<file path="src/rtl/axi_arb_pkg.sv">
// Shared types and constants for the per-slave round-robin AXI arbiter.
package axi_arb_pkg;

  typedef enum logic {IDLE, BUSY} arb_state_t;

  localparam logic RW_READ  = 1'b1;
  localparam logic RW_WRITE = 1'b0;

  localparam int unsigned DEFAULT_TO_CYCLES = 1024;

endpackage

</file>
<file path="src/rtl/arb_rr_pick.sv">
// Combinational rotating-priority picker: first set bit of valid at or after start, mod NUM_M.
module arb_rr_pick #(
  parameter int unsigned NUM_M = 3,
  localparam int unsigned IW = $clog2(NUM_M)
) (
  input  logic [NUM_M-1:0] valid,
  input  logic [IW-1:0]    start,
  output logic             found,
  output logic [IW-1:0]    idx
);

  always_comb begin
    int unsigned c;
    found = 1'b0;
    idx   = '0;
    c     = 0;
    for (int unsigned k = 0; k < NUM_M; k++) begin
      c = (32'(start) + k) % NUM_M;
      if (!found && valid[c]) begin
        found = 1'b1;
        idx   = c[IW-1:0];
      end
    end
  end

endmodule

</file>
<file path="src/rtl/axi_rr_arbiter.sv">
// Per-slave round-robin AXI arbiter with CPU/DMA class exclusion and per-grant direction.
// Optional hang watchdog compiled in with AXI_ARB_TIMEOUT_EN.
module axi_rr_arbiter
  import axi_arb_pkg::*;
#(
  parameter int unsigned       NUM_M     = 3,
  parameter logic [NUM_M-1:0]  DMA_MASK  = 3'b100,
  parameter int unsigned       TO_CYCLES = DEFAULT_TO_CYCLES,
  localparam int unsigned      IW        = $clog2(NUM_M)
) (
  input  logic             ACLK,
  input  logic             ARESET,
  input  logic [NUM_M-1:0] req,
  input  logic [NUM_M-1:0] req_rw,
  input  logic [NUM_M-1:0] end_r,
  input  logic [NUM_M-1:0] end_w,
  input  logic [NUM_M-1:0] blocked,
  input  logic             other_cpu_busy,
  input  logic             other_dma_busy,
  output logic [NUM_M-1:0] grant,
  output logic [IW-1:0]    grant_idx,
  output logic             grant_rw,
  output logic [NUM_M-1:0] this_busy,
  output logic             cpu_busy,
  output logic             dma_busy,
  output logic             timeout_err
);

  arb_state_t    state_q, state_d;
  logic [IW-1:0] owner_q, owner_d;
  logic [IW-1:0] last_q, last_d;
  logic          dir_q, dir_d;

  logic [NUM_M-1:0] valid;
  logic [IW-1:0]    start;
  logic             found;
  logic [IW-1:0]    pick_idx;
  logic             pick;
  logic             end_hit;
  logic             expire;

  function automatic logic [IW-1:0] inc_idx(logic [IW-1:0] i);
    if (32'(i) == NUM_M - 1) return '0;
    return i + IW'(1);
  endfunction

  // DMA masters additionally yield to any CPU traffic on sibling slaves.
  always_comb begin
    valid = '0;
    for (int unsigned i = 0; i < NUM_M; i++) begin
      valid[i] = req[i] & ~blocked[i] & ~other_dma_busy & (~DMA_MASK[i] | ~other_cpu_busy);
    end
  end

  assign start = inc_idx((state_q == BUSY) ? owner_q : last_q);

  arb_rr_pick #(
    .NUM_M (NUM_M)
  ) u_pick (
    .valid (valid),
    .start (start),
    .found (found),
    .idx   (pick_idx)
  );

  assign end_hit = (state_q == BUSY) && ((dir_q == RW_READ) ? end_r[owner_q] : end_w[owner_q]);

  always_comb begin
    state_d = state_q;
    owner_d = owner_q;
    dir_d   = dir_q;
    last_d  = last_q;
    pick    = 1'b0;
    case (state_q)
      IDLE: begin
        if (found) pick = 1'b1;
      end
      BUSY: begin
        if (end_hit || expire) begin
          last_d = owner_q;
          if (found) pick = 1'b1;
          else       state_d = IDLE;
        end
      end
      default: state_d = IDLE;
    endcase
    if (pick) begin
      state_d = BUSY;
      owner_d = pick_idx;
      dir_d   = req_rw[pick_idx];
    end
  end

  always_ff @(posedge ACLK) begin
    if (ARESET) begin
      state_q <= IDLE;
      owner_q <= '0;
      dir_q   <= 1'b0;
      last_q  <= IW'(NUM_M - 1);
    end else begin
      state_q <= state_d;
      owner_q <= owner_d;
      dir_q   <= dir_d;
      last_q  <= last_d;
    end
  end

`ifdef AXI_ARB_TIMEOUT_EN
  localparam int unsigned CW = (TO_CYCLES > 2) ? $clog2(TO_CYCLES) : 1;

  logic [CW-1:0] cnt_q, cnt_d;
  logic          tout_q;

  assign expire = (state_q == BUSY) && !end_hit && (cnt_q == CW'(TO_CYCLES - 1));

  always_comb begin
    cnt_d = cnt_q;
    if (pick)                  cnt_d = '0;
    else if (state_q == BUSY)  cnt_d = cnt_q + CW'(1);
  end

  always_ff @(posedge ACLK) begin
    if (ARESET) begin
      cnt_q  <= '0;
      tout_q <= 1'b0;
    end else begin
      cnt_q  <= cnt_d;
      tout_q <= expire;
    end
  end

  assign timeout_err = tout_q;
`else
  assign expire      = 1'b0;
  assign timeout_err = 1'b0;
`endif

  // All grant-side outputs decode from registered state only.
  always_comb begin
    grant     = '0;
    grant_idx = '0;
    grant_rw  = 1'b0;
    cpu_busy  = 1'b0;
    dma_busy  = 1'b0;
    if (state_q == BUSY) begin
      grant[owner_q] = 1'b1;
      grant_idx      = owner_q;
      grant_rw       = dir_q;
      cpu_busy       = ~DMA_MASK[owner_q];
      dma_busy       = DMA_MASK[owner_q];
    end
  end

  assign this_busy = grant;

endmodule

</file>
<file path="config.mk">
export PLATFORM = sky130hd
export DESIGN_NAME = axi_rr_arbiter
export DESIGN_NICKNAME = d
export VERILOG_FILES = /design/src/rtl/axi_arb_pkg.sv /design/src/rtl/arb_rr_pick.sv /design/src/rtl/axi_rr_arbiter.sv
export SDC_FILE = /design/constraint.sdc
export NUM_CORES = 1
export LEC_CHECK = 0
export CORE_AREA = 2 2 49 51
export DETAILED_ROUTE_END_ITERATION = 16
export DIE_AREA = 0 0 51 53
export GPL_TIMING_DRIVEN = 0
export PLACE_DENSITY = 0.71
export SLEW_MARGIN = 15
export SYNTH_ARGS = -nofsm -noshare
export SYNTH_HDL_FRONTEND = slang
export SYNTH_HIERARCHICAL = 1
export SYNTH_SLANG_ARGS = --single-unit
</file>
<file path="constraint.sdc">
create_clock -name ACLK -period 3.05 [get_ports ACLK]
set_input_delay 0.61 -clock ACLK [delete_from_list [all_inputs] [get_ports ACLK]]
set_output_delay 0.61 -clock ACLK [all_outputs]
set_load 0.05 [all_outputs]
</file>
==> impl_summary.txt <==
----------------------------------------------------
[Outcome]
  Status ... completed

[Clocking]
  Clock latency reported for the late side of the worst-skew pair ... 0.25 ns
  Longest Clk Path Bufs ... 2
  Num Clock Sinks ... 6
  Number of gates given a new drive strength after cts ... 1
  Total clock buffers created by CTS ... 3
  Count of hold-fix buffers inserted at cts ... 0
  Clock-pin slew of the registers on the worst-case setup and hold paths ... 0.05 ns
  # H-tree levels ... 1
  Number of buffers inserted to repair setup after CTS ... 0
  Clock root buffer ... clkbuf_4
  TritonCTS clock tree ... built

[Critical path]
  CP Data Arrival Time ... 2.93 ns
  Cells traversed along the worst timing path ... clkdlybuf4s50_1, nor4b_2, and2b_1, o31a_1, o31ai_1, mux2i_1, o21ai_0, nand2b_1, mux2i_1
  Buf+Inv Stages, Crit Path ... 1
  Startpoint class of the critical path ... input port
  Endpoint required time on the critical path ... 3.19 ns
  Critical path's slowest cell ... nor4b_2
  Kind of end point of the critical path ... flop
  Critical path's top delay family ... simple AND/OR/NAND/NOR gates
  Largest stage delay on the critical path ... 0.57 ns
  Most frequent cell on the critical path ... mux2i_1
  CP max FO ... 6
  Critical path class ... in2reg

[STA]
  Tcrit/Tclk final ... 0.9151
  Clock skew ... 0.0009675 ns
  Tightest Pin Transition ... 0.7157 ns
  Sum of negative setup slack ... 0 ns
  Worst slew slack as a fraction of its limit ... 0.5218
  Hold violation count in the final report ... 0
  Setup Viol. Count Final ... 0
  Number of max-slew violations in the final report ... 0
  Worst hold slack ... 0.4935 ns
  Max Fclk ... 358.3 MHz
  Final critical-path required period ... 2.791 ns
  Unrepaired setup endpoints after global routing ... no

[Synthesis]
  Number of nets produced by synthesis ... 109
  Most common library cells after synthesis ... mux2i_1 (10), nand2b_1 (9), nor2_1 (7), dfxtp_1 (6), buf_4 (5)
  Post-synth ARST share ... 0
  Share of the yosys chip area belonging to registers ... 0.1670
  Cell types with the largest area share after synthesis ... dfxtp_1 (17%), mux2i_1 (14%), nand2b_1 (7.8%)
  Summed instance area of the synthesized netlist ... 719.4 um2
  Top cell type's share of synthesized area ... 0.1670
  Number of storage elements in the synthesis netlist ... 6
  Commonest register cell after synthesis ... dfxtp_1
  Number of different library cells in the post-synthesis netlist ... 37
  Yosys warns ... 6
  Syn Area/Cell ... 8.269 um2
  Cell taking the most area after synthesis ... dfxtp_1
  Number of enable flip-flop cells after synthesis ... 0
  Most numerous cell in the Yosys netlist ... mux2i_1
  Gate Count Post-Synth ... 87

[Detailed routing]
  Post-detailed-route via-to-cell ratio ... 4.864
  Total routed wirelength ... 1595 um
  Residual DRC ... 0
  Detailed-router iteration count before antenna repair ... 4
  Average detailed-routed wire length per instance ... 10.85 um
  Vias post-DR ... 715
  Post-DRT Antenna Nets ... 0
  Initial detailed-routing violation count ... 6

[Global routing]
  Remaining global-route overflow ... 0
  First-pass GRT wire length ... 2725 um
  Maximum number of pins on one net before global-route repair ... 10
  Global-route usage over all layers ... 0.1362
  Antenna violations before repair ... 0
  Via count of the first global-routing pass ... 647

[Flow run]
  Max_cap viols ... 0

[Layout]
  Layout cell share with drive strength beyond 1 ... 0.1597
  Nets ... 143
  Post-synthesis to final-layout area growth ... 50.78%
  Antenna Diode Count ... 0

[Place]
  Placer congestion estimate ... 0.8211
  HPWL reported at the end of detailed placement ... 1327 um
  Number of buffer cells added on primary ports ... 29

[Pwr]
  Power density of the placed cells ... 324.4 nW/um2
  Worst IR drop on VDD ... 0.1089 mV
  Static leakage ... 0.4047 nW

[Die]
  Die boundary height ... 53 um
  Full die area ... 2703 um2
  Starting utilization of the core area ... 0.3349
  Io pins ... 31
  Row count ... 17
  Area inside the core boundary ... 2148 um2
  X dimension of the die ... 51 um

[Hold path]
  Class of the worst hold path ... reg2reg

----------------------------------------------------
[metrics by stage]
step	instances	worst slack, ns	power (mW)	cell area (um2)	utilization
6_report	147	0.2590	0.3519	1085	0.5050
5_1_grt	147	0.08223	0.3738	1085	0.5050
4_1_cts	147	0.2200	0.3551	1085	0.5050
3_5_place_dp	144	-0.3462	0.2760	1056	0.4916
3_3_place_gp	144	-0.3105	0.2720	1056	0.4916
2_1_floorplan	87	0.08629	0.2214	730.7	-
[logic make-up (layout without fill, tap and decap cells)]
family          Yosys count  count (layout)  synth area share
compound gates           15              15            0.1513
fa+ha+maj                 3               3           0.05218
buf+inv                  13              45            0.1252
flops                     6               6            0.1670
mux                      11              11            0.1704
other cells               1               1          0.005212
simple gates             38              38            0.3287
[flip-flops by register name, indices dropped and copies added (netlist names)]
register / count
dir_q: 1
owner_q: 2
state_q: 1
last_q: 2
[cell usage in the layout, fill, tap and decap left out, drive strengths merged, types with 2 or more instances in the layout]
master / n
clkdlybuf4s50: 29
mux2i: 10
nand2b: 10
buf: 8
nor2: 7
dfxtp: 6
inv: 5
nand2: 4
and2: 3
nand3b: 3
clkbuf: 3
ha: 3
nor3b: 3
o21ai: 3
a21oi: 2
nor3: 2
nor2b: 2
[cell type report]
cell class / instances / area [um2]
Clock buffer: 3 / 22.52
Multi-Input combinational cell: 68 / 526.8
Sequential cell: 6 / 120.1
Fill cell: 189 / 1064
Inverter: 5 / 18.77
Tap cell: 28 / 35.03
Buffer: 8 / 71.32
Timing Repair Buffer: 29 / 290.3
[final timing paths]
| path | from | end | slack (ns) | cells past startpoint |
|---|---|---|---|---|
| hold / removal | last_q[0] | last_q[0] | 0.49 | 2 |
| setup reg to reg | state_q | dir_q | 0.33 | 13 |
| hold reg to reg | last_q[0] | last_q[0] | 0.49 | 2 |
| setup / recovery | other_dma_busy | dir_q | 0.26 | 9 |
[report_power, final]
part	total (mW)	switching, mW	internal, mW
clock network	0.0774	0.0327	0.0448
registers	0.0936	0.00844	0.0852
logic	0.181	0.0909	0.0900
[metal layers]
metal  wire, um  part of all wire  vias up  track usage
li1           -                 -      369            -
met1        639              0.40      315       0.1397
met2        790              0.50       28       0.2511
met3        131             0.082        3      0.03107
met4         34             0.021        0      0.08108
met5          0                 0        -            0
[tightest hold or removal path, stage by stage, from the launching register on]
cell and delay [ns]:
dfxtp_1 0.31, nand2b_1 0.07, mux2i_1 0.06
Note: power is estimated with default switching activity, not from simulation.
